## config.mk

```make
export PLATFORM = sky130hd
export DESIGN_NAME = multicycle_sequencer_flat
export DESIGN_NICKNAME = d
export VERILOG_FILES = /design/src/rtl/multicycle_sequencer_pkg.sv /design/src/rtl/multicycle_sequencer_if.sv /design/src/rtl/multicycle_sequencer_op_class.sv /design/src/rtl/multicycle_sequencer.sv /design/src/flat_wrapper.sv
export SDC_FILE = /design/constraint.sdc
export NUM_CORES = 1
export LEC_CHECK = 0
export ABC_AREA = 0
export CORE_UTILIZATION = 49
export DETAILED_ROUTE_END_ITERATION = 8
export GPL_TIMING_DRIVEN = 0
export PLACE_DENSITY = 0.8
export SYNTH_ARGS = -nofsm -noshare
export SYNTH_HDL_FRONTEND = slang
export SYNTH_SLANG_ARGS = --single-unit
```

## constraint.sdc

```tcl
create_clock -name clk -period 3.9 [get_ports clk]
set_input_delay 0.78 -clock clk [delete_from_list [all_inputs] [get_ports clk]]
set_output_delay 0.78 -clock clk [all_outputs]
set_load 0.03 [all_outputs]
```

## src/rtl/multicycle_sequencer_pkg.sv

```systemverilog
// seq_pkg: opcodes, state encoding, PC source selects and opcode class for the sequencer
package seq_pkg;
   localparam logic [3:0] OP_HALT  = 4'b0000;
   localparam logic [3:0] OP_JMP   = 4'b0001;
   localparam logic [3:0] OP_BGT   = 4'b0100;
   localparam logic [3:0] OP_BLT   = 4'b0101;
   localparam logic [3:0] OP_BEQ   = 4'b0110;
   localparam logic [3:0] OP_ANDI  = 4'b1000;
   localparam logic [3:0] OP_ORI   = 4'b1001;
   localparam logic [3:0] OP_LB    = 4'b1010;
   localparam logic [3:0] OP_SB    = 4'b1011;
   localparam logic [3:0] OP_LW    = 4'b1100;
   localparam logic [3:0] OP_SW    = 4'b1101;
   localparam logic [3:0] OP_RTYPE = 4'b1111;

   localparam logic [1:0] PC_SRC_SEQ = 2'b00;
   localparam logic [1:0] PC_SRC_BR  = 2'b01;
   localparam logic [1:0] PC_SRC_JMP = 2'b10;

   typedef enum logic [3:0] {
      S_IDLE, S_FETCH, S_DECODE, S_EXEC_ALU, S_EXEC_ADDR, S_EXEC_BR, S_MEM, S_WB, S_HALTED
   } state_t;

   typedef struct packed {
      logic is_alu;
      logic is_mem;
      logic is_load;
      logic is_byte;
      logic is_br;
      logic is_jmp;
      logic is_halt;
      logic is_illegal;
   } op_class_t;
endpackage

```

## src/rtl/multicycle_sequencer_if.sv

```systemverilog
// multicycle_sequencer_if: unified-memory request/ready handshake between sequencer and memory
interface multicycle_sequencer_if;
   logic mem_req;
   logic mem_we;
   logic mem_byte;
   logic iord;
   logic mem_ready;
   modport master (output mem_req, mem_we, mem_byte, iord, input mem_ready);
   modport slave  (input mem_req, mem_we, mem_byte, iord, output mem_ready);
endinterface

```

## src/rtl/multicycle_sequencer_op_class.sv

```systemverilog
// multicycle_sequencer_op_class: combinational opcode classification
module multicycle_sequencer_op_class
   import seq_pkg::*;
(
   input  logic [3:0] opcode,
   output op_class_t  cls
);
   // classify opcode; anything not in a known group is illegal
   always_comb begin
      cls            = '0;
      cls.is_halt    = opcode == OP_HALT;
      cls.is_jmp     = opcode == OP_JMP;
      cls.is_br      = opcode inside {OP_BGT, OP_BLT, OP_BEQ};
      cls.is_alu     = opcode inside {OP_RTYPE, OP_ANDI, OP_ORI};
      cls.is_mem     = opcode inside {OP_LB, OP_SB, OP_LW, OP_SW};
      cls.is_load    = opcode inside {OP_LB, OP_LW};
      cls.is_byte    = opcode inside {OP_LB, OP_SB};
      cls.is_illegal = !(cls.is_halt || cls.is_jmp || cls.is_br || cls.is_alu || cls.is_mem);
   end
endmodule

```

## src/rtl/multicycle_sequencer.sv

```systemverilog
// multicycle_sequencer: multicycle control FSM with retired-instruction counter
module multicycle_sequencer
   import seq_pkg::*;
#(
   parameter int CNT_W = 16
) (
   input  logic                       clk,
   input  logic                       rst,
   input  logic                       run,
   input  logic [3:0]                 opcode,
   input  logic                       alu_lt,
   input  logic                       alu_gt,
   input  logic                       alu_eq,
   multicycle_sequencer_if.master     mem,
   output logic                       ir_we,
   output logic                       pc_we,
   output logic [1:0]                 pc_src,
   output logic                       ab_we,
   output logic                       aluout_we,
   output logic                       reg_we,
   output logic                       wb_src,
   output logic                       halted,
   output logic                       illegal,
   output logic [CNT_W-1:0]           retired
);
   state_t             state_q, state_d;
   logic [CNT_W-1:0]   retired_q, retired_d;
   op_class_t          cls;
   logic               retire, taken;
   logic               mem_req, mem_we, mem_byte, iord;

   multicycle_sequencer_op_class u_op_class (.opcode(opcode), .cls(cls));

   assign taken = (opcode == OP_BGT && alu_gt) || (opcode == OP_BLT && alu_lt) || (opcode == OP_BEQ && alu_eq);

   // decode state (plus opcode) into control strobes and next state; reset forces everything quiet
   always_comb begin
      state_d   = state_q;
      retire    = 1'b0;
      mem_req   = 1'b0;
      mem_we    = 1'b0;
      mem_byte  = 1'b0;
      iord      = 1'b0;
      ir_we     = 1'b0;
      pc_we     = 1'b0;
      pc_src    = PC_SRC_SEQ;
      ab_we     = 1'b0;
      aluout_we = 1'b0;
      reg_we    = 1'b0;
      wb_src    = 1'b0;
      halted    = 1'b0;
      illegal   = 1'b0;
      case (state_q)
         S_IDLE:      state_d = run ? S_FETCH : S_IDLE;
         S_FETCH: begin
            mem_req = 1'b1;
            ir_we   = mem.mem_ready;
            pc_we   = mem.mem_ready;
            state_d = mem.mem_ready ? S_DECODE : S_FETCH;
         end
         S_DECODE: begin
            ab_we   = 1'b1;
            pc_we   = cls.is_jmp;
            pc_src  = cls.is_jmp ? PC_SRC_JMP : PC_SRC_SEQ;
            illegal = cls.is_illegal;
            retire  = cls.is_jmp || cls.is_illegal;
            state_d = cls.is_halt ? S_HALTED :
                      cls.is_br   ? S_EXEC_BR :
                      cls.is_alu  ? S_EXEC_ALU :
                      cls.is_mem  ? S_EXEC_ADDR : S_FETCH;
         end
         S_EXEC_ALU: begin
            aluout_we = 1'b1;
            state_d   = S_WB;
         end
         S_EXEC_ADDR: begin
            aluout_we = 1'b1;
            state_d   = S_MEM;
         end
         S_EXEC_BR: begin
            pc_we   = taken;
            pc_src  = taken ? PC_SRC_BR : PC_SRC_SEQ;
            retire  = 1'b1;
            state_d = S_FETCH;
         end
         S_MEM: begin
            mem_req  = 1'b1;
            iord     = 1'b1;
            mem_we   = !cls.is_load;
            mem_byte = cls.is_byte;
            retire   = mem.mem_ready && !cls.is_load;
            state_d  = !mem.mem_ready ? S_MEM : cls.is_load ? S_WB : S_FETCH;
         end
         S_WB: begin
            reg_we  = 1'b1;
            wb_src  = cls.is_load;
            retire  = 1'b1;
            state_d = S_FETCH;
         end
         S_HALTED:    halted = 1'b1;
         default:     state_d = S_IDLE;
      endcase
      retired_d = retired_q + CNT_W'(retire);
      if (rst) begin
         mem_req   = 1'b0;
         mem_we    = 1'b0;
         mem_byte  = 1'b0;
         iord      = 1'b0;
         ir_we     = 1'b0;
         pc_we     = 1'b0;
         pc_src    = PC_SRC_SEQ;
         ab_we     = 1'b0;
         aluout_we = 1'b0;
         reg_we    = 1'b0;
         wb_src    = 1'b0;
         halted    = 1'b0;
         illegal   = 1'b0;
      end
   end

   // state and retired counter registers
   always_ff @(posedge clk) begin
      if (rst) begin
         state_q   <= S_IDLE;
         retired_q <= '0;
      end else begin
         state_q   <= state_d;
         retired_q <= retired_d;
      end
   end

   assign mem.mem_req  = mem_req;
   assign mem.mem_we   = mem_we;
   assign mem.mem_byte = mem_byte;
   assign mem.iord     = iord;
   assign retired      = retired_q;
endmodule
```

## src/flat_wrapper.sv

```systemverilog
// flat-port wrapper written by rule: the top's interface ports become plain ports
module multicycle_sequencer_flat import seq_pkg::*;
#(
   parameter int CNT_W = 16
)
  (clk, rst, run, opcode, alu_lt, alu_gt, alu_eq, ir_we, pc_we, pc_src, ab_we, aluout_we, reg_we, wb_src, halted, illegal, retired, mem_mem_req, mem_mem_we, mem_mem_byte, mem_iord, mem_mem_ready);
  multicycle_sequencer_if mem_i ();
  input  logic clk;
  input  logic rst;
  input  logic run;
  input  logic [3:0] opcode;
  input  logic alu_lt;
  input  logic alu_gt;
  input  logic alu_eq;
  output logic ir_we;
  output logic pc_we;
  output logic [1:0] pc_src;
  output logic ab_we;
  output logic aluout_we;
  output logic reg_we;
  output logic wb_src;
  output logic halted;
  output logic illegal;
  output logic [CNT_W-1:0] retired;
  output wire logic [$bits(mem_i.mem_req)-1:0] mem_mem_req;
  output wire logic [$bits(mem_i.mem_we)-1:0] mem_mem_we;
  output wire logic [$bits(mem_i.mem_byte)-1:0] mem_mem_byte;
  output wire logic [$bits(mem_i.iord)-1:0] mem_iord;
  input wire logic [$bits(mem_i.mem_ready)-1:0] mem_mem_ready;
  assign mem_mem_req = mem_i.mem_req;
  assign mem_mem_we = mem_i.mem_we;
  assign mem_mem_byte = mem_i.mem_byte;
  assign mem_iord = mem_i.iord;
  assign mem_i.mem_ready = mem_mem_ready;
  multicycle_sequencer #(.CNT_W(CNT_W)) u_core (.clk(clk), .rst(rst), .run(run), .opcode(opcode), .alu_lt(alu_lt), .alu_gt(alu_gt), .alu_eq(alu_eq), .mem(mem_i), .ir_we(ir_we), .pc_we(pc_we), .pc_src(pc_src), .ab_we(ab_we), .aluout_we(aluout_we), .reg_we(reg_we), .wb_src(wb_src), .halted(halted), .illegal(illegal), .retired(retired));
endmodule
```

Yosys cells after proc, flatten, opt, wreduce, memory -nomap -nowiden
Index checks and enable logic that the tools add are counted.
- add/sub/neg operators: 1
- reductions and logical operators: 23
- mux-type cells: 38
- eq/ne operators: 19
- operators by type and width (cell ; number):
    $eq 4x4->1 const B ; 8
    $pmux 4 s8 ; 1
    $eq 4x3->1 const B ; 7
    $mux 1 ; 25
    $add 16x1->16 ; 1
    $mux 4 ; 4
    $eq 4x1->1 const B ; 2
    $eq 4x2->1 const B ; 2
    $logic_not 4->1 ; 2
    $logic_or 1x1->1 ; 7
    $mux 2 ; 3
    $mux 3 ; 2
    $pmux 1 s3 ; 2
    $reduce_bool 3->1 ; 2
    $reduce_or 2->1 ; 3
    $logic_and 1x1->1 ; 4
    $pmux 2 s2 ; 1
    $reduce_bool 2->1 ; 2
    $reduce_bool 4->1 ; 1
    $logic_not 1->1 ; 2
- input bits: 11
- bits in registers: 20
- logic and storage cells: 83
- output and inout port bits: 30

Depth between registers and ports, before layout
- word-level depth: 9
- depth in mapped cells: 11

By module
Synthesis repeated with hierarchy kept, for this count alone.
- cells, all modules: 167
- area, all modules: 1327.5 um^2
- modules (own cells, without submodules) (module ; cells an instance ; times used ; area an instance (um^2)):
    multicycle_sequencer ; 150 ; 1 ; 1214.9
    multicycle_sequencer_op_class ; 17 ; 1 ; 112.6

Worst setup path after synthesis
Ideal clock, no wire load.
- path kind: input port to output port
- start: input port rst
- end: output port mem_mem_byte
- path slack: 895 ps
- data arrival time: 2225 ps
- buffers on the path: 1
- stages: 4
- path through: or2_1 buf_2 nor3_4 nor3b_1
- word-level cells in the longest chain between the ends: 1
- RTL lines (what ; line ; text):
    start, declared ; flat_wrapper.sv:9 ; input logic rst;
    $mux 1 ; multicycle_sequencer.sv:104 ; if (rst) begin
    end, declared ; flat_wrapper.sv:27 ; output wire logic [$bits(mem_i.mem_byte)-1:0] mem_mem_byte;
No other way between the ends.

Final worst setup path
- start: input port rst
- end: output port ir_we
- word-level cells in the longest chain between the ends: 1
- RTL lines (what ; line ; text):
    $mux 1 ; multicycle_sequencer.sv:104 ;
    end, declared ; flat_wrapper.sv:15 ; output logic ir_we;
No other way between the ends.

==> run summary <==
From bottom edge to top edge, the die measures 53.1 um. The insertion delay of the later-clocked pin in the worst-skew pair came out at 300 ps. For the number of H-tree branching levels, the log shows 1. In the synthesized netlist the async set-or-reset flop fraction comes to 0%. The logs give 482 uW for the total power draw and 13 for the pin count of the biggest net entering global routing. Final worst clock skew: 11.9 ps.

Once detailed placement completed, the half-perimeter wirelength came to 2370 um. The number of stages on the worst hold path came out at 2. The share of Yosys cell area claimed by the top area cell type was 31.3%.

Clock tree synthesis selected as its root buffer the cell clkbuf_4. For the finished layout, the period the worst path requires is 3700 ps. For the leakage power of the design, the log shows 0.000634 uW. Sorting the synthesized cells by area gives the leading types as dfxtp_1, nor2_1, xor2_1. Summed over all failing endpoints, the final setup total negative slack is 0 ps.

The logs give 0 for the post-CTS setup repair buffer count and 31 for the detailed router's first-iteration violation count. For the required time at the endpoint of the critical path, the log shows 3120 ps. In the final routed layout, each cell accounts on average for 13.7 um. The endpoint of the worst-slack reg-to-reg timing path was u_core.retired[8]$_SDFF_PP0_. The run gives 0 as the antenna diode count.

The critical path capture point type was an output pin. The detail route stage leaves a number of antenna-violating nets equal to 0. During synthesis, Yosys emitted a total of 0 warnings. The post-synthesis cell area was 0.00128 mm^2.

After technology mapping, the gate count stands at 154. The floorplan has 18 rows. The number of gates resized after CTS was 0.

The clock passes through at most 2 buffers. When the netlist entered floorplanning its net count stood at 167. In this run the power density over the cells is 279 mW/mm^2.

In this run the count of I/O pins placed on the die edge is 41. Of all nets on the critical path, the largest fanout is 10. The number of CTS-inserted buffers was 3; the flip-flop and latch count after synthesis was 20. The die covers 0.00282 mm^2.

For hold timing, the worst endpoint is u_core.retired[11]$_SDFF_PP0_. The worst register-to-register path begins at u_core.state_q[1]$_SDFFE_PP0P_. Counting every sink on the clock net gives 20. The post-detailed-route DRC marker count was 0; the via count of the first global-routing pass was 1,062. Setup repair after global routing left no endpoint under its margin.

The run gives 0 as the count of pins over their slew limit. Worst hold path class: reg2reg. The number of hold buffers added after CTS was 0. The initial antenna violation count was 0; the proportion of layout cells with a drive suffix above 1 was 11.3%. Mean number of vias per cell: 5.47.

The run gives 0.00173 mm^2 as the area of all placed cells without fillers. Input and output buffers added on the ports amount to 36. The run gives 0 as the number of failing hold endpoints at the final stage. In this run the horizontal extent of the chip is 53.1 um.

The cell type with the largest total area after synthesis was dfxtp_1. The critical path is of the in2out type. Based on the critical path, the design can be clocked at up to 270 MHz.

Routability-driven placement finished with a final weighted congestion of 0.807. Headroom to the max-slew limit came out at 64.6%. Tracing the worst setup path back leads to its startpoint at rst. Global routing consumed, over all layers together, 23.6% of the routing resources. TritonCTS built the clock tree. The worst path uses 94.9% of the clock period. Setup violations remaining at the end of the flow were counted as 0. The area overhead of the layout relative to synthesis is 35.2%, and the number of cells on the worst reg-to-reg path is 9. The mean area per synthesized cell works out to 8.30 um^2.

For the number of violations of the max-capacitance limit, the log shows 0. The worst hold path begins at u_core.retired[11]$_SDFF_PP0_. The share of the Yosys chip area taken by registers is 31.3%. The register clock-pin slew on the reported worst setup and hold paths is 120 ps. The global-route wire length before repair is 4820 um. The run gives 2920 ps as the signal arrival time at the worst endpoint.

The tools report the number of detailed-route iterations in the first pass as 4. The launching element type of the critical path was an input pin. The starting density of the core is 51.6%. The number of different library cells in the post-synthesis netlist was 46; the number of enable flip-flop cells after synthesis was 0. In this run the standard cell core region covers 0.00248 mm^2. The run finished with clean final reports. The run gives 3080 um as the total detailed-routing wirelength. For the pin with the worst max-slew slack, the measured transition is 524 ps. Number of nets in the final layout: 208. The cell area after placement was 0.00168 mm^2. For this run, the leading register cell type out of synthesis is dfxtp_1. The logs give 1650 ps for the setup slack of the worst register-to-register path and 0.000311 V for the worst supply voltage drop on vdd. For this block, the via count after detailed routing is 1,226. The overflow left after global routing came out at 0.
[through the flow]
stage | hold slack [ps] | worst slack [ps] | util, % | cells
floorplan | 614 | 895 | - | 154
global placement | 512 | 251 | 67.7 | 220
detailed placement | 549 | 186 | 67.7 | 220
CTS | 580 | 185 | 69.8 | 224
global route | 601 | 93.0 | 69.8 | 224
finish | 579 | 200 | 69.8 | 224
[logic make-up (layout without fill, tap and decap cells)]
kind of cell    after synthesis  in the layout  synth area share, %
buf+inv                      13             53                 4.99
simple gates                 81             81                 39.4
xor+xnor                     14             14                 10.2
flops                        20             20                 31.3
mux                           1              1                0.783
fa+ha+maj                     2              2                 1.96
compound gates               23             23                 11.4
[cells in the mapped netlist (2+ instances only)]
cell type	count
nor2_1	22
dfxtp_1	20
nand2_1	10
nand3_1	10
a21oi_1	9
xor2_1	8
buf_2	6
nand2b_1	5
xnor2_1	5
and3_1	4
nor2b_1	4
a31o_1	3
inv_1	3
nand4_1	3
nor3_1	3
o21ai_0	3
a31oi_1	2
and4_1	2
buf_4	2
clkbuf_1	2
ha_1	2
nand3b_1	2
[worst max-delay path by stage]
| stage | end | slack, ps | cells after the start |
|---|---|---|---|
| after floorplan | mem_mem_byte | 900 | 4 |
| after global placement | ir_we | 250 | 5 |
| after detailed placement | ir_we | 190 | 5 |
| after CTS | ir_we | 190 | 5 |
| after global routing | ir_we | 90 | 5 |
| final | ir_we | 200 | 5 |
[registers in the layout, indices dropped and copies added (netlist names)]
name / cells
u_core.retired: 16
u_core.state_q: 4
[final cells by class]
type	count	area, um^2
Inverter	3	11.3
Fill cell	224	748
Clock buffer	3	22.5
Tap cell	30	37.5
Timing Repair Buffer	36	360
Buffer	10	52.6
Sequential cell	20	400
Multi-Input combinational cell	121	815
Clock inverter	1	30.0
[where the power goes]
| part | switching, uW | internal [uW] | leakage [uW] |
|---|---|---|---|
| clock | 63.9 | 104 | 0.0000279 |
| combinational | 58.8 | 42.4 | 0.000445 |
| sequential | 4.00 | 209 | 0.000161 |
[worst max-delay path, stage by stage]
cell             delay (ps)
clkdlybuf4s50_1         520
clkbuf_1                450
clkbuf_1                450
nor2_1                  110
clkdlybuf4s50_1         610
[metal layers]
| metal | GRT usage [%] | vias up | routed length (um) |
|---|---|---|---|
| met5 | 0 | - | 0 |
| met4 | 4.39 | 0 | 10 |
| met3 | 6.61 | 2 | 184 |
| met2 | 39.0 | 35 | 1480 |
| met1 | 30.4 | 575 | 1400 |
| li1 | - | 614 | - |
[layout by cell type (no fill, tap or decap), types with 5 or more instances in the layout]
cell type | netlist | layout
nand2_1 | 10 | 10
clkdlybuf4s50_1 | 0 | 36
a21oi_1 | 9 | 9
nor2_1 | 22 | 22
xor2_1 | 8 | 8
buf_2 | 6 | 6
xnor2_1 | 5 | 5
nand2b_1 | 5 | 5
dfxtp_1 | 20 | 20
nand3_1 | 10 | 10
No activity file was read; power rests on OpenSTA's default activity.
